--- src/rtl/iec_host_pkg.sv ---
// Shared types and constants for the host-side IEC byte transmitter.
// Optional TALK turnaround support is enabled by IEC_TURNAROUND_EN.
package iec_host_pkg;

  typedef enum logic [3:0] {
    S_IDLE,
    S_ATN_SETUP,
    S_PRESENCE,
    S_READY,
    S_EOI_WAIT,
    S_EOI_ACK,
    S_CLOCKING,
    S_FRAME_ACK,
    S_GAP,
    S_ABORT,
    S_ATN_REL,
    S_TURN
  } state_e;

  localparam logic [1:0] ST_OK          = 2'd0;
  localparam logic [1:0] ST_NOT_PRESENT = 2'd1;
  localparam logic [1:0] ST_FRAME_ERR   = 2'd2;
  localparam logic [1:0] ST_TURN_ERR    = 2'd3;

  localparam int T_ATN_SETUP_US = 20;
  localparam int T_TURN_US      = 1000;

  function automatic logic [10:0] to_us(input int v);
    return 11'(v);
  endfunction

endpackage

--- src/rtl/iec_us_timer.sv ---
// Microsecond prescaler plus saturating 11-bit elapsed-us counter.
// Both are cleared by restart.
module iec_us_timer #(
  parameter int CLK_PER_US = 32
) (
  input  logic        clk_c1541,
  input  logic        reset,
  input  logic        restart,
  output logic [10:0] us
);

  localparam int PW = (CLK_PER_US > 1) ? $clog2(CLK_PER_US) : 1;
  localparam logic [PW-1:0] PRE_MAX = PW'(CLK_PER_US - 1);

  logic [PW-1:0] pre;

  always_ff @(posedge clk_c1541) begin
    if (reset || restart) begin
      pre <= '0;
      us  <= '0;
    end else if (pre == PRE_MAX) begin
      pre <= '0;
      if (us != '1)
        us <= us + 11'd1;
    end else begin
      pre <= pre + PW'(1);
    end
  end

endmodule

--- src/rtl/iec_host_tx.sv ---
// C64-style IEC talker: command bytes under ATN, data bytes with EOI.
// Define IEC_TURNAROUND_EN to add the TALK turnaround sequence.
module iec_host_tx
  import iec_host_pkg::*;
#(
  parameter int CLK_PER_US    = 32,
  parameter int T_PRESENCE_US = 1000,
  parameter int T_FRAME_US    = 1000,
  parameter int T_EOI_US      = 250,
  parameter int T_BIT_US      = 60,
  parameter int T_BB_US       = 100
) (
  input  logic       clk_c1541,
  input  logic       reset,
  input  logic       tx_valid,
  input  logic [7:0] tx_data,
  input  logic       tx_atn,
  input  logic       tx_eoi,
  input  logic       atn_end,
`ifdef IEC_TURNAROUND_EN
  input  logic       turnaround,
`endif
  output logic       tx_ready,
  output logic       done,
  output logic [1:0] status,
  output logic       iec_atn_o,
  output logic       iec_clk_o,
  output logic       iec_data_o,
  input  logic       iec_clk_i,
  input  logic       iec_data_i
);

  localparam logic [10:0] T_ATN    = to_us(T_ATN_SETUP_US);
  localparam logic [10:0] T_PRES   = to_us(T_PRESENCE_US);
  localparam logic [10:0] T_EOI_TO = to_us(T_EOI_US + 1000);
  localparam logic [10:0] T_BIT    = to_us(T_BIT_US);
  localparam logic [10:0] T_FRAME  = to_us(T_FRAME_US);
  localparam logic [10:0] T_BB     = to_us(T_BB_US);
  localparam logic [10:0] T_TURN   = to_us(T_TURN_US);

  state_e      state, state_n;
  logic [1:0]  clk_sync, data_sync;
  logic        clk_s, data_s;
  logic [10:0] us;
  logic        step, restart, accept;
  logic [7:0]  shreg;
  logic        eoi_q;
  logic        atn_flag, atn_flag_n;
  logic [2:0]  bit_cnt, bit_cnt_n;
  logic        phase, phase_n;
  logic [1:0]  status_q, status_n;
  logic        done_q, done_n;
  logic        hold_q, hold_n;

  assign clk_s  = clk_sync[1];
  assign data_s = data_sync[1];
  assign status = status_q;
  assign done   = done_q;

`ifdef IEC_TURNAROUND_EN
  assign tx_ready = (state == S_IDLE) && !(atn_end && atn_flag)
                    && !turnaround;
`else
  assign tx_ready = (state == S_IDLE) && !(atn_end && atn_flag);
`endif

  assign accept  = tx_valid && tx_ready;
  assign restart = step || (state_n != state);

  iec_us_timer #(
    .CLK_PER_US(CLK_PER_US)
  ) u_timer (
    .clk_c1541(clk_c1541),
    .reset    (reset),
    .restart  (restart),
    .us       (us)
  );

  always_comb begin
    state_n    = state;
    atn_flag_n = atn_flag;
    bit_cnt_n  = bit_cnt;
    phase_n    = phase;
    status_n   = status_q;
    done_n     = 1'b0;
    hold_n     = hold_q;
    step       = 1'b0;
    iec_atn_o  = !atn_flag;
    iec_clk_o  = 1'b1;
    iec_data_o = 1'b1;
    unique case (state)
      S_IDLE: begin
        iec_clk_o  = !atn_flag;
        iec_data_o = !hold_q;
        if (atn_end && atn_flag)
          state_n = S_ATN_REL;
`ifdef IEC_TURNAROUND_EN
        else if (turnaround)
          state_n = S_TURN;
`endif
        else if (accept) begin
          status_n = ST_OK;
          hold_n   = 1'b0;
          state_n  = tx_atn ? S_ATN_SETUP : S_READY;
        end
      end
      S_ATN_SETUP: begin
        iec_atn_o  = 1'b0;
        iec_clk_o  = 1'b0;
        atn_flag_n = 1'b1;
        if (us >= T_ATN)
          state_n = S_PRESENCE;
      end
      S_PRESENCE: begin
        iec_clk_o = 1'b0;
        if (!data_s)
          state_n = S_READY;
        else if (us >= T_PRES) begin
          status_n = ST_NOT_PRESENT;
          state_n  = S_ABORT;
        end
      end
      S_READY: begin
        // CLK must read back released as well before clocking starts
        if (data_s && clk_s)
          state_n = eoi_q ? S_EOI_WAIT : S_CLOCKING;
      end
      S_EOI_WAIT: begin
        if (!data_s)
          state_n = S_EOI_ACK;
        else if (us >= T_EOI_TO) begin
          status_n = ST_FRAME_ERR;
          state_n  = S_ABORT;
        end
      end
      S_EOI_ACK: begin
        if (data_s)
          state_n = S_CLOCKING;
      end
      S_CLOCKING: begin
        iec_clk_o  = phase;
        iec_data_o = shreg[bit_cnt];
        if (us >= T_BIT) begin
          step = 1'b1;
          if (!phase)
            phase_n = 1'b1;
          else begin
            phase_n = 1'b0;
            if (bit_cnt == 3'd7)
              state_n = S_FRAME_ACK;
            else
              bit_cnt_n = bit_cnt + 3'd1;
          end
        end
      end
      S_FRAME_ACK: begin
        iec_clk_o = 1'b0;
        // skip the first us so our own last bit has left the synchroniser
        if (!data_s && us != '0) begin
          status_n = ST_OK;
          state_n  = S_GAP;
        end else if (us >= T_FRAME) begin
          status_n = ST_FRAME_ERR;
          state_n  = S_ABORT;
        end
      end
      S_GAP: begin
        iec_clk_o = 1'b0;
        if (us >= T_BB) begin
          done_n  = 1'b1;
          state_n = S_IDLE;
        end
      end
      S_ABORT: begin
        iec_atn_o  = 1'b1;
        atn_flag_n = 1'b0;
        hold_n     = 1'b0;
        done_n     = 1'b1;
        state_n    = S_IDLE;
      end
      S_ATN_REL: begin
        iec_atn_o = 1'b0;
        iec_clk_o = 1'b0;
        if (us >= T_ATN) begin
          atn_flag_n = 1'b0;
          state_n    = S_IDLE;
        end
      end
`ifdef IEC_TURNAROUND_EN
      S_TURN: begin
        iec_data_o = 1'b0;
        iec_atn_o  = (bit_cnt == 3'd0) ? 1'b0 : 1'b1;
        iec_clk_o  = (bit_cnt == 3'd2) ? 1'b1 : 1'b0;
        if (bit_cnt != 3'd2) begin
          if (us >= T_ATN) begin
            step      = 1'b1;
            bit_cnt_n = bit_cnt + 3'd1;
          end
        end else if (!clk_s && us != '0) begin
          atn_flag_n = 1'b0;
          hold_n     = 1'b1;
          status_n   = ST_OK;
          done_n     = 1'b1;
          state_n    = S_IDLE;
        end else if (us >= T_TURN) begin
          status_n = ST_TURN_ERR;
          state_n  = S_ABORT;
        end
      end
`endif
      default: state_n = S_IDLE;
    endcase
    if (state_n != state) begin
      bit_cnt_n = 3'd0;
      phase_n   = 1'b0;
    end
  end

  always_ff @(posedge clk_c1541) begin
    if (reset) begin
      state     <= S_IDLE;
      atn_flag  <= 1'b0;
      bit_cnt   <= 3'd0;
      phase     <= 1'b0;
      status_q  <= ST_OK;
      done_q    <= 1'b0;
      hold_q    <= 1'b0;
      shreg     <= 8'h00;
      eoi_q     <= 1'b0;
      clk_sync  <= 2'b11;
      data_sync <= 2'b11;
    end else begin
      state     <= state_n;
      atn_flag  <= atn_flag_n;
      bit_cnt   <= bit_cnt_n;
      phase     <= phase_n;
      status_q  <= status_n;
      done_q    <= done_n;
      hold_q    <= hold_n;
      clk_sync  <= {clk_sync[0], iec_clk_i};
      data_sync <= {data_sync[0], iec_data_i};
      if (accept) begin
        shreg <= tx_data;
        eoi_q <= tx_eoi;
      end
    end
  end

endmodule
--- config.mk ---
export PLATFORM = sky130hd
export DESIGN_NAME = iec_host_tx
export DESIGN_NICKNAME = d
export VERILOG_FILES = /design/src/rtl/iec_host_pkg.sv /design/src/rtl/iec_us_timer.sv /design/src/rtl/iec_host_tx.sv
export SDC_FILE = /design/constraint.sdc
export NUM_CORES = 1
export LEC_CHECK = 0
export CAP_MARGIN = 20
export CORE_UTILIZATION = 45
export CTS_BUF_LIST = sky130_fd_sc_hd__clkbuf_4
export DETAILED_ROUTE_END_ITERATION = 16
export GPL_TIMING_DRIVEN = 0
export PLACE_DENSITY = 0.67
export SYNTH_ARGS = -nofsm -noshare
export SYNTH_HDL_FRONTEND = slang
export SYNTH_SLANG_ARGS = --single-unit
--- constraint.sdc ---
create_clock -name clk_c1541 -period 4.1 [get_ports clk_c1541]
set_clock_uncertainty 0.2 [all_clocks]
set_input_delay 0.41 -clock clk_c1541 [delete_from_list [all_inputs] [get_ports clk_c1541]]
set_output_delay 0.41 -clock clk_c1541 [all_outputs]
set_load 0.005 [all_outputs]
==> results.yml <==
finish:
  fill_cells: 497
  final_area_sq_um: 2780
  final_net_count: 322
  synthToLayoutAreaGrowth_pct: 15.8
  antennaDiodeCount: 0
  drive_gt1_share_pct: 12.0
  final_common_cell: "dfxtp_1"
  mostFrequentLayoutCells: "dfxtp_1, nor2_1, nand2_1, clkdlybuf4s50_1"
cts:
  ctsHtreeMaxLevel: 2
  cts_resized: 0
  cts_made_buffers: 5
  clk_path_buf_depth: 2
  post_cts_buffers: 0
  hold_buffers: 0
  cts_root_buf: "clkbuf_4"
  clock-sinks: 41
  clk_pin_slew_ps: 130
  cts_tree: "yes"
  clkLatencyLatePin_ps: 350
routing:
  finalWirelength_microns: 5580
  viasPerCell: 5.67
  vias: 2094
  ant_nets: 0
  first_pass_iters: 4
  drc: 0
  wl_per_cell_microns: 15.1
  first_iter_violations: 120
critical_path:
  r2r_end: "bit_cnt[0]$_SDFFE_PP0P_"
  setup.reg_to_reg.worst_slack_ps: 980
  crit_required_ps: 3490
  r2r_cells: 9
  crit_family: "buffers and inverters"
  cp_slowest_cell: "clkdlybuf4s50_1"
  crit_path_end_kind: "output pin"
  worst-path-buf-inv: 4
  regToRegStartpoint: "u_timer.us[0]$_SDFFE_PP0P_"
  arrival_ps: 2540
  cp_max_fo: 10
  crit_type: "flop to output pin"
  cp_slowest_stage_delay_ps: 490
  crit_chain: "clkbuf_1 > buf_2 > clkinv_1 > o21ai_0 > and3_1 > clkdlybuf4s50_1"
  cp-start-kind: "flop"
job:
  maxCapViolations: 0
min_path:
  min_to: "clk_sync[1]$_SDFF_PP1_"
  holdCritStartpoint: "clk_sync[0]$_SDFF_PP1_"
  holdPathStages: 1
  hold_class: "flop to flop"
pwr:
  finalPower_mw: 1.60
  p_leak_nw: 1.04
  ir_drop_mv: 0.286
  intPower_uw: 949
  comb_power_share_pct: 52.9
  swShare_pct: 40.6
  power_density_nw_per_um2: 575
  clkPwrFrac_pct: 16.1
  seqPwrFrac_pct: 31.0
  p_sw_uw: 649
placement:
  globalplace.congestion: 0.884
  dp_hpwl_microns: 4000
  port_buffers: 22
  place_area_sq_um: 2710
floorplanning:
  io_pins: 23
  start_util_pct: 47.0
  row_count: 26
  die_h_microns: 75.0
  die_w_microns: 75.0
  core_area_sq_um: 5110
  fp.dieArea_sq_um: 5630
logic_synthesis:
  async_flop_share_pct: 0
  netlist_area_sq_um: 2400
  synth_seq_area_share_pct: 34.2
  synth.distinct_cells: 59
  synth-seq-cells: 41
  syn_nets: 293
  ys_warn_count: 0
  syn_area_per_cell_sq_um: 8.89
  synth_top_flop_cell: "dfxtp_1"
  synth_edf_count: 0
  syn_inst: 270
sta:
  drv_slew: 0
  period_share_pct: 76.9
  layout_min_cycle_time_ps: 3150
  tightest_slew_ps: 952
  finalSetupViolations: 0
  max_freq_mhz: 317
  rsz0062_at_grt: "no"
  timing.slew.headroom_pct: 35.6
  whs_ps: 223
  finalHoldViolCount: 0
  tns_ps: 0
run_status:
  status: "complete, no violations"
global_routing:
  grt.overflow.total: 0
  antenna_found_initial: 0
  grt_max_degree: 13
  grt_pass1_vias: 1867
  grt_pass1_wl_microns: 8780
  track_usage_pct: 20.6
## power groups by stage
| stage | registers [mW] | clock network (mW) | logic [mW] |
|---|---|---|---|
| 2_1_floorplan | 0.491 | 0 | 0.617 |
| 3_3_place_gp | 0.503 | 0 | 0.832 |
| 3_5_place_dp | 0.504 | 0 | 0.840 |
| 4_1_cts | 0.495 | 0.260 | 0.841 |
| 5_1_grt | 0.501 | 0.275 | 0.925 |
| 6_report | 0.495 | 0.258 | 0.845 |
## worst max-delay path by stage
stage	from	to	slack [ps]	cells after the start
2_1_floorplan	u_timer.us[0]$_SDFFE_PP0P_	u_timer.us[10]$_SDFFE_PP0P_	1340	9
3_3_place_gp	u_timer.us[0]$_SDFFE_PP0P_	u_timer.us[10]$_SDFFE_PP0P_	1000	9
3_5_place_dp	u_timer.us[0]$_SDFFE_PP0P_	u_timer.us[10]$_SDFFE_PP0P_	1010	9
4_1_cts	state[0]$_SDFF_PP0_	iec_atn_o	950	6
5_1_grt	state[0]$_SDFF_PP0_	u_timer.pre[2]$_SDFF_PP0_	800	8
6_report	state[0]$_SDFF_PP0_	iec_atn_o	950	6
## synthesized netlist by cell type, drive strengths merged, types with 8 or more instances
master,instances,share of area [%]
dfxtp,41,34
nor2,26,4.3
nand2,22,3.4
o21ai,13,2.7
clkbuf,12,1.9
mux2i,12,5.0
nor3,11,3.8
nor4,11,3.4
nand3,8,1.7
## kinds of logic after synthesis
logic type	synth area share (%)
AND/OR/NAND/NOR	29.6
AO/OA/AOI/OAI	16.2
flip-flops	34.2
buffers and inverters	4.79
multiplexers	6.88
XOR/XNOR	4.74
adder cells (fa/ha/maj)	3.65
## worst register-to-register path, cell delays in order (launching register included)
cell	delay, ps
dfxtp_1	440
inv_1	110
ha_1	200
or4_1	390
o211ai_1	330
nor2_1	150
or4_4	580
o221ai_4	330
buf_8	210
nor3_2	60
## per-layer routing
metal	up-vias	track usage (%)	wire length, microns
li1	1059	-	-
met1	977	28.1	2750
met2	49	31.8	2510
met3	9	4.42	228
met4	0	8.18	91
met5	-	0	0
## through the flow
step	cells	utilization (%)	setup WS [ps]
after detailed placement	362	53.0	1010
after global placement	362	53.0	1000
after global routing	369	54.5	798
final	369	54.5	946
after CTS	369	54.5	949
after floorplan	270	-	1340
## state kept, by name, indices dropped and copies added, names as in the netlist, 2 cells and up
| register | count |
|---|---|
| state | 4 |
| bit_cnt | 3 |
| u_timer.pre | 5 |
| shreg | 8 |
| status | 2 |
| data_sync | 2 |
| u_timer.us | 11 |
| clk_sync | 2 |
## layout make-up
cell class	count	area (sq um)	area share [%]
Inverter	8	30.0	1.08
Multi-Input combinational cell	204	1470	52.7
Clock inverter	2	35.0	1.26
Sequential cell	41	821	29.5
Timing Repair Buffer	22	220	7.92
Tap cell	70	87.6	3.15
Buffer	17	85.1	3.06
Clock buffer	5	37.5	1.35
Power figures use the tool's default switching activity.
